**src/rtl/fb_pkg.sv**
```systemverilog
// Shared types and constants for the framebuffer arbiter.
//   Framebuffer: 320x240 pixels at 4 bpp, packed four pixels per 16-bit word,
//   80 words per row, 19200 words in total.
//   Helpers: row_base() turns a framebuffer row into its first word address
//   using shifts only; word_nibble() extracts one packed pixel from a word.
package fb_pkg;

  localparam int FB_W          = 320;
  localparam int FB_H          = 240;
  localparam int WORDS_PER_ROW = 80;
  localparam int FB_WORDS      = 19200;
  localparam int PIX_W         = 4;

  typedef logic [PIX_W-1:0] pix_t;
  typedef logic [15:0]      fb_word_t;
  typedef logic [14:0]      fb_addr_t;

  typedef enum logic {IDLE, CLEAR} clr_state_t;

  // row * 80 == (row << 6) + (row << 4); keeps the multiply out of the datapath.
  function automatic fb_addr_t row_base(input logic [7:0] row);
    fb_addr_t r;
    r = fb_addr_t'(row);
    return (r << 6) + (r << 4);
  endfunction

  // Pixel k of a word lives in bits [4k+3:4k].
  function automatic pix_t word_nibble(input fb_word_t w, input logic [1:0] k);
    return w[{k, 2'b00} +: PIX_W];
  endfunction

endpackage

```
**src/rtl/fb_scan_pipe.sv**
```systemverilog
// Display side of the framebuffer arbiter.
//   Detects fetch slots (first VGA pixel of every visible 8-pixel group),
//   forms the display word address, holds the fetched word for the rest of
//   the group and produces pix_o/active_o with a fixed 2-cycle latency.
// Ports:
//   clk, reset      pixel clock, synchronous active-high reset
//   x_i, y_i        scan position from the timing controller
//   ram_rdata_i     RAM read data, valid one cycle after the address
//   slot_o          this cycle belongs to the display fetch (combinational)
//   disp_addr_o     display word address for this cycle (combinational)
//   pix_o           pixel for the scan position two cycles earlier
//   active_o        pix_o lies inside the visible area
module fb_scan_pipe
  import fb_pkg::*;
#(
  parameter int H_ACTIVE = 640,
  parameter int V_ACTIVE = 480
) (
  input  logic      clk,
  input  logic      reset,
  input  logic [9:0] x_i,
  input  logic [9:0] y_i,
  input  fb_word_t  ram_rdata_i,
  output logic      slot_o,
  output fb_addr_t  disp_addr_o,
  output pix_t      pix_o,
  output logic      active_o
);

  logic       visible;
  logic       slot_p0;
  logic       vis_p0;
  logic [1:0] sel_p0;
  fb_word_t   held_word;
  fb_word_t   word_p1;

  assign visible     = (x_i < 10'(H_ACTIVE)) && (y_i < 10'(V_ACTIVE));
  assign slot_o      = visible && (x_i[2:0] == 3'd0);
  // 2x scaling in both directions: framebuffer row = y/2, word = x/8.
  assign disp_addr_o = row_base(y_i[8:1]) + fb_addr_t'(x_i[9:3]);

  // Stage p0: remember what this cycle asked for while the RAM reads.
  always_ff @(posedge clk) begin
    if (reset) begin
      slot_p0 <= 1'b0;
      vis_p0  <= 1'b0;
    end else begin
      slot_p0 <= slot_o;
      vis_p0  <= visible;
    end
    sel_p0 <= x_i[2:1];
  end

  // The word returned in a slot's follow-up cycle is used directly and also
  // kept for the remaining seven pixels of the group.
  assign word_p1 = slot_p0 ? ram_rdata_i : held_word;

  // Stage p1: register the selected pixel.
  always_ff @(posedge clk) begin
    if (reset) begin
      held_word <= '0;
      pix_o     <= '0;
      active_o  <= 1'b0;
    end else begin
      if (slot_p0) begin
        held_word <= ram_rdata_i;
      end
      active_o <= vis_p0;
      pix_o    <= vis_p0 ? word_nibble(word_p1, sel_p0) : '0;
    end
  end

endmodule

```
**src/rtl/fb_arbiter.sv**
```systemverilog
// Framebuffer RAM arbiter.
//   One single-port RAM is shared between VGA scan-out (absolute priority on
//   fetch slots), a single-pixel writer and a whole-screen clear engine.
//   Writer and clear only ever use cycles that are not fetch slots; while a
//   clear runs the writer is held off.
// Ports:
//   clk, reset                      pixel clock, synchronous active-high reset
//   x_i, y_i                        scan position from the timing controller
//   wr_valid_i/wr_ready_o           writer handshake (ready is combinational)
//   wr_x_i, wr_y_i, wr_pix_i        writer pixel coordinates and value
//   wr_drop_o                       pulse: last accepted write was off-screen
//   clr_start_i, clr_color_i        start a clear with the given fill value
//   clr_busy_o                      clear in progress
//   ram_addr_o/we/mask/wdata        RAM command, ram_rdata_i read data
//   pix_o, active_o                 display pixel, 2 cycles behind x_i/y_i
module fb_arbiter
  import fb_pkg::*;
#(
  parameter int H_ACTIVE = 640,
  parameter int V_ACTIVE = 480
) (
  input  logic        clk,
  input  logic        reset,
  input  logic [9:0]  x_i,
  input  logic [9:0]  y_i,
  input  logic        wr_valid_i,
  output logic        wr_ready_o,
  input  logic [8:0]  wr_x_i,
  input  logic [7:0]  wr_y_i,
  input  logic [3:0]  wr_pix_i,
  output logic        wr_drop_o,
  input  logic        clr_start_i,
  input  logic [3:0]  clr_color_i,
  output logic        clr_busy_o,
  output logic [14:0] ram_addr_o,
  output logic        ram_we_o,
  output logic [3:0]  ram_mask_o,
  output logic [15:0] ram_wdata_o,
  input  logic [15:0] ram_rdata_i,
  output logic [3:0]  pix_o,
  output logic        active_o
);

  clr_state_t state;
  fb_addr_t   clr_addr;
  pix_t       clr_color;
  logic       slot;
  fb_addr_t   disp_addr;
  logic       wr_fire;
  logic       wr_in_range;
  fb_addr_t   wr_addr;

  fb_scan_pipe #(
    .H_ACTIVE (H_ACTIVE),
    .V_ACTIVE (V_ACTIVE)
  ) u_scan (
    .clk         (clk),
    .reset       (reset),
    .x_i         (x_i),
    .y_i         (y_i),
    .ram_rdata_i (ram_rdata_i),
    .slot_o      (slot),
    .disp_addr_o (disp_addr),
    .pix_o       (pix_o),
    .active_o    (active_o)
  );

  assign wr_ready_o  = !slot && (state == IDLE);
  assign wr_fire     = wr_valid_i && wr_ready_o;
  assign wr_in_range = (wr_x_i < 9'(FB_W)) && (wr_y_i < 8'(FB_H));
  assign wr_addr     = row_base(wr_y_i) + fb_addr_t'(wr_x_i[8:2]);

  // RAM command mux. Slot cycles always carry the display address; otherwise
  // the clear engine wins over the writer (the writer is not ready then anyway).
  always_comb begin
    ram_addr_o  = disp_addr;
    ram_we_o    = 1'b0;
    ram_mask_o  = 4'b0000;
    ram_wdata_o = '0;
    if (!reset && !slot) begin
      if (state == CLEAR) begin
        ram_addr_o  = clr_addr;
        ram_we_o    = 1'b1;
        ram_mask_o  = 4'b1111;
        ram_wdata_o = {4{clr_color}};
      end else if (wr_fire && wr_in_range) begin
        ram_addr_o  = wr_addr;
        ram_we_o    = 1'b1;
        ram_mask_o  = 4'b0001 << wr_x_i[1:0];
        ram_wdata_o = {4{wr_pix_i}};
      end
    end
  end

  // Clear engine and writer drop flag. The counter only advances on cycles
  // where the clear actually owned the RAM.
  always_ff @(posedge clk) begin
    if (reset) begin
      state      <= IDLE;
      clr_busy_o <= 1'b0;
      wr_drop_o  <= 1'b0;
      clr_addr   <= '0;
    end else begin
      wr_drop_o <= wr_fire && !wr_in_range;
      case (state)
        IDLE: begin
          if (clr_start_i) begin
            state      <= CLEAR;
            clr_busy_o <= 1'b1;
            clr_addr   <= '0;
            clr_color  <= clr_color_i;
          end
        end
        CLEAR: begin
          if (!slot) begin
            if (clr_addr == fb_addr_t'(FB_WORDS - 1)) begin
              state      <= IDLE;
              clr_busy_o <= 1'b0;
            end else begin
              clr_addr <= clr_addr + 15'd1;
            end
          end
        end
        default: state <= IDLE;
      endcase
    end
  end

endmodule

```
**config.mk**
```make
export PLATFORM = sky130hd
export DESIGN_NAME = fb_arbiter
export DESIGN_NICKNAME = d
export VERILOG_FILES = /design/src/rtl/fb_pkg.sv /design/src/rtl/fb_scan_pipe.sv /design/src/rtl/fb_arbiter.sv
export SDC_FILE = /design/constraint.sdc
export NUM_CORES = 1
export LEC_CHECK = 0
export BUFFER_PORTS_ARGS = -buffer_cell sky130_fd_sc_hd__buf_2
export CAP_MARGIN = 5
export CORE_AREA = 2 2 89 91
export CTS_BUF_LIST = sky130_fd_sc_hd__clkbuf_8
export DETAILED_ROUTE_END_ITERATION = 7
export DIE_AREA = 0 0 91 93
export PLACE_DENSITY = 0.88
export RECOVER_POWER = 25
export SLEW_MARGIN = 20
export SYNTH_ARGS = -nofsm -noshare
export SYNTH_HDL_FRONTEND = slang
export SYNTH_SLANG_ARGS = --single-unit
```
**constraint.sdc**
```tcl
create_clock -name clk -period 5.45 [get_ports clk]
set_input_delay 0 -clock clk [delete_from_list [all_inputs] [get_ports clk]]
set_output_delay 0 -clock clk [all_outputs]
set_load 0.05 [all_outputs]
```
==> results.json <==
{
  "outcome": "complete, but fails checks",
  "violations": "max-capacitance violations, max-slew violations",
  "r2r_cells": 5,
  "grt_use_met3": 0.0193,
  "register_area_um2": 981,
  "min_path_type": "input port to register",
  "final_util": 0.598,
  "place_congestion": 0.908,
  "dr.pass1.iters": 4,
  "top_usage_layer": "met2",
  "cts_tree": "built",
  "final_cell_mix": "buf_2 (97), dfxtp_1 (43), nor2_1 (38)",
  "die_y_um": 93,
  "seqPwrFrac": 0.356,
  "synth_edf_count": 4,
  "report.final.slew_viol_count": 25,
  "tightest_slew_ns": 1.67,
  "rsz0062_at_grt": "no",
  "grt_pass1_vias": 3405,
  "ctsResizeCount": 0,
  "cp-end-kind": "output pin",
  "cts_buffer_depth": 2,
  "dr.first_iter.drc_count": 287,
  "syn_avg_cell_area_um2": 8.97,
  "synth.ff_latch_count": 47,
  "final_common_cell": "buf_2",
  "final_hold_viol_count": 0,
  "boundaryPins": 109,
  "fin_skew_ns": 0.0159,
  "dp_slack_ns": 2.69,
  "initial_core_util": 0.491,
  "p_clk_frac": 0.254,
  "rows": 32,
  "setup_slack_ns": 2.54,
  "synthTopCellsByArea": "dfxtp_1 (23%), ha_1 (10%), mux2i_1 (6.8%)",
  "ys_seq_area_frac": 0.265,
  "syn_area_um2": 3690,
  "async_reset_ff_frac": 0,
  "cts_buffers": 5,
  "core_um2": 7530,
  "grt_use_met2": 0.435,
  "fmax_ghz": 0.343,
  "gr-total-overflow": 0,
  "nets": 619,
  "cp.arrival_ns": 2.91,
  "slew_headroom": -0.111,
  "hpwl_mm": 7.25,
  "clk_pin_slew_ns": 0.09,
  "grtUsageMet1": 0.253,
  "vias": 3583,
  "yosys.area.top_type": "dfxtp_1",
  "leakagePower_uw": 0.00192,
  "viasPerCell": 5.76,
  "path_max_fanout": 27,
  "fin_total_pwr_uw": 1020,
  "tns_ns": 0,
  "multi_input_area_um2": 2440,
  "insertion_delay_ns": 0.30,
  "p_switching_uw": 393,
  "hold_depth": 3,
  "drt-total-wl_mm": 9.61,
  "maxCapViolations": 1,
  "intPower_uw": 626,
  "antenna_found_initial": 0,
  "fin_crit_ns": 2.91,
  "setup_viol": 0,
  "clkSinkCount": 47,
  "p_per_area_nw_per_um2": 226,
  "ant_nets": 0,
  "syn-num-nets": 512,
  "numPortBuffers": 107,
  "grt_pass1_wl_mm": 15.5,
  "fp.dieW_um": 91,
  "synth_top_cell_area_share": 0.233,
  "drive_above_1_share": 0.250,
  "swShare": 0.386,
  "min_period_over_period": 0.535,
  "pwr-share-comb": 0.390,
  "synth_cell_type_count": 58,
  "syn_to_final_growth_pct": 21.8,
  "htree_levels": 2,
  "wl_per_cell_um": 15.4,
  "n_antenna_cell": 0,
  "synthCells": 412,
  "ys_warn_count": 0,
  "root_buffer": "clkbuf_8",
  "synth-main-ff-cell": "dfxtp_1",
  "worstPathRequired_ns": 5.45,
  "worstSetupPathType": "input port to output pin",
  "irDropWorstVdd_v": 0.000214,
  "drc": 0,
  "grt_start_max_net_pins": 28,
  "grt_usage": 0.220,
  "fill_cells": 656,
  "crit_path_start_kind": "input port",
  "dieArea_um2": 8460
}
-- area by class of cell --
cell class,instances,share of cell area
multi-input cells,312,0.542
flip-flops and latches,47,0.218
repair buffers,131,0.168
well taps,102,0.0284
inverters,22,0.0183
clock buffers,5,0.0153
clock inverters,3,0.0103
-- power groups by stage --
| stage | Sequential, uW | Combinational [uW] | Clock, uW |
|---|---|---|---|
| after floorplan | 368 | 292 | 0 |
| after global placement | 370 | 372 | 0 |
| after detailed placement | 370 | 380 | 0 |
| after CTS | 362 | 394 | 262 |
| after global routing | 364 | 425 | 276 |
| final | 363 | 397 | 259 |
-- per-stage QoR --
| stage | hold slack (ns) | instance area, um^2 | std cells |
|---|---|---|---|
| finish | 0.00100 | 4500 | 622 |
| global route | 0.0187 | 4500 | 622 |
| CTS | 0.00448 | 4520 | 622 |
| detailed placement | 0.150 | 4170 | 591 |
| global placement | 0.148 | 4170 | 591 |
| floorplan | 0.0277 | 3690 | 412 |
-- timing repair --
item,in CTS,in global routing
hold buffers,23,0
setup endpoints to repair,0,0
hold endpoints to repair,23,0
buffers inserted,0,0
-- worst max-delay path, stage by stage --
cell,delay (ns)
clkbuf_1,0.92
clkinv_1,0.65
nand2_1,0.65
nor3_1,0.14
a2111o_1,0.33
buf_2,0.22
-- layer usage --
| metal | share of wire | routed length (um) |
|---|---|---|
| met1 | 0.40 | 3810 |
| met2 | 0.54 | 5220 |
| met3 | 0.043 | 411 |
| met4 | 0.017 | 165 |
| met5 | 0 | 0 |
-- cell families (layout without fill, tap and decap cells) --
logic type | after synthesis | count (layout) | share of synthesized area
compound gates | 105 | 105 | 0.221
mux | 33 | 33 | 0.116
buf+inv | 53 | 161 | 0.0748
flops | 47 | 47 | 0.265
fa+ha+maj | 35 | 35 | 0.127
simple gates | 127 | 127 | 0.167
xor+xnor | 12 | 12 | 0.0284
-- cell usage after synthesis, drive strengths merged (6+ instances only) --
cell,instances
a2111o,8
a211oi,8
a21oi,16
a22oi,12
a31oi,6
and3,7
buf,23
clkbuf,8
dfxtp,43
ha,31
inv,21
mux2i,25
mux4,8
nand2,32
nand3,16
nand4,7
nor2,39
o2111ai,6
o21ai,24
or3,6
xnor2,7
-- final timing paths --
check / start / to / slack (ns)
worst max-delay path: reset / ram_addr_o[11] / 2.54
worst min-delay path: ram_rdata_i[13] / u_scan.held_word[13] / 0.001
worst max register to register: state / clr_addr[5] / 2.63
worst min register to register: u_scan.held_word[6] / u_scan.held_word[6] / 0.50
-- sequential cells by signal, indices dropped and copies added, names as in the netlist, 2 cells and up --
register,flops
u_scan.held_word,16
clr_addr,15
clr_color,4
u_scan.pix_o,4
u_scan.sel_p0,2
Note: power is estimated with default switching activity, not from simulation.
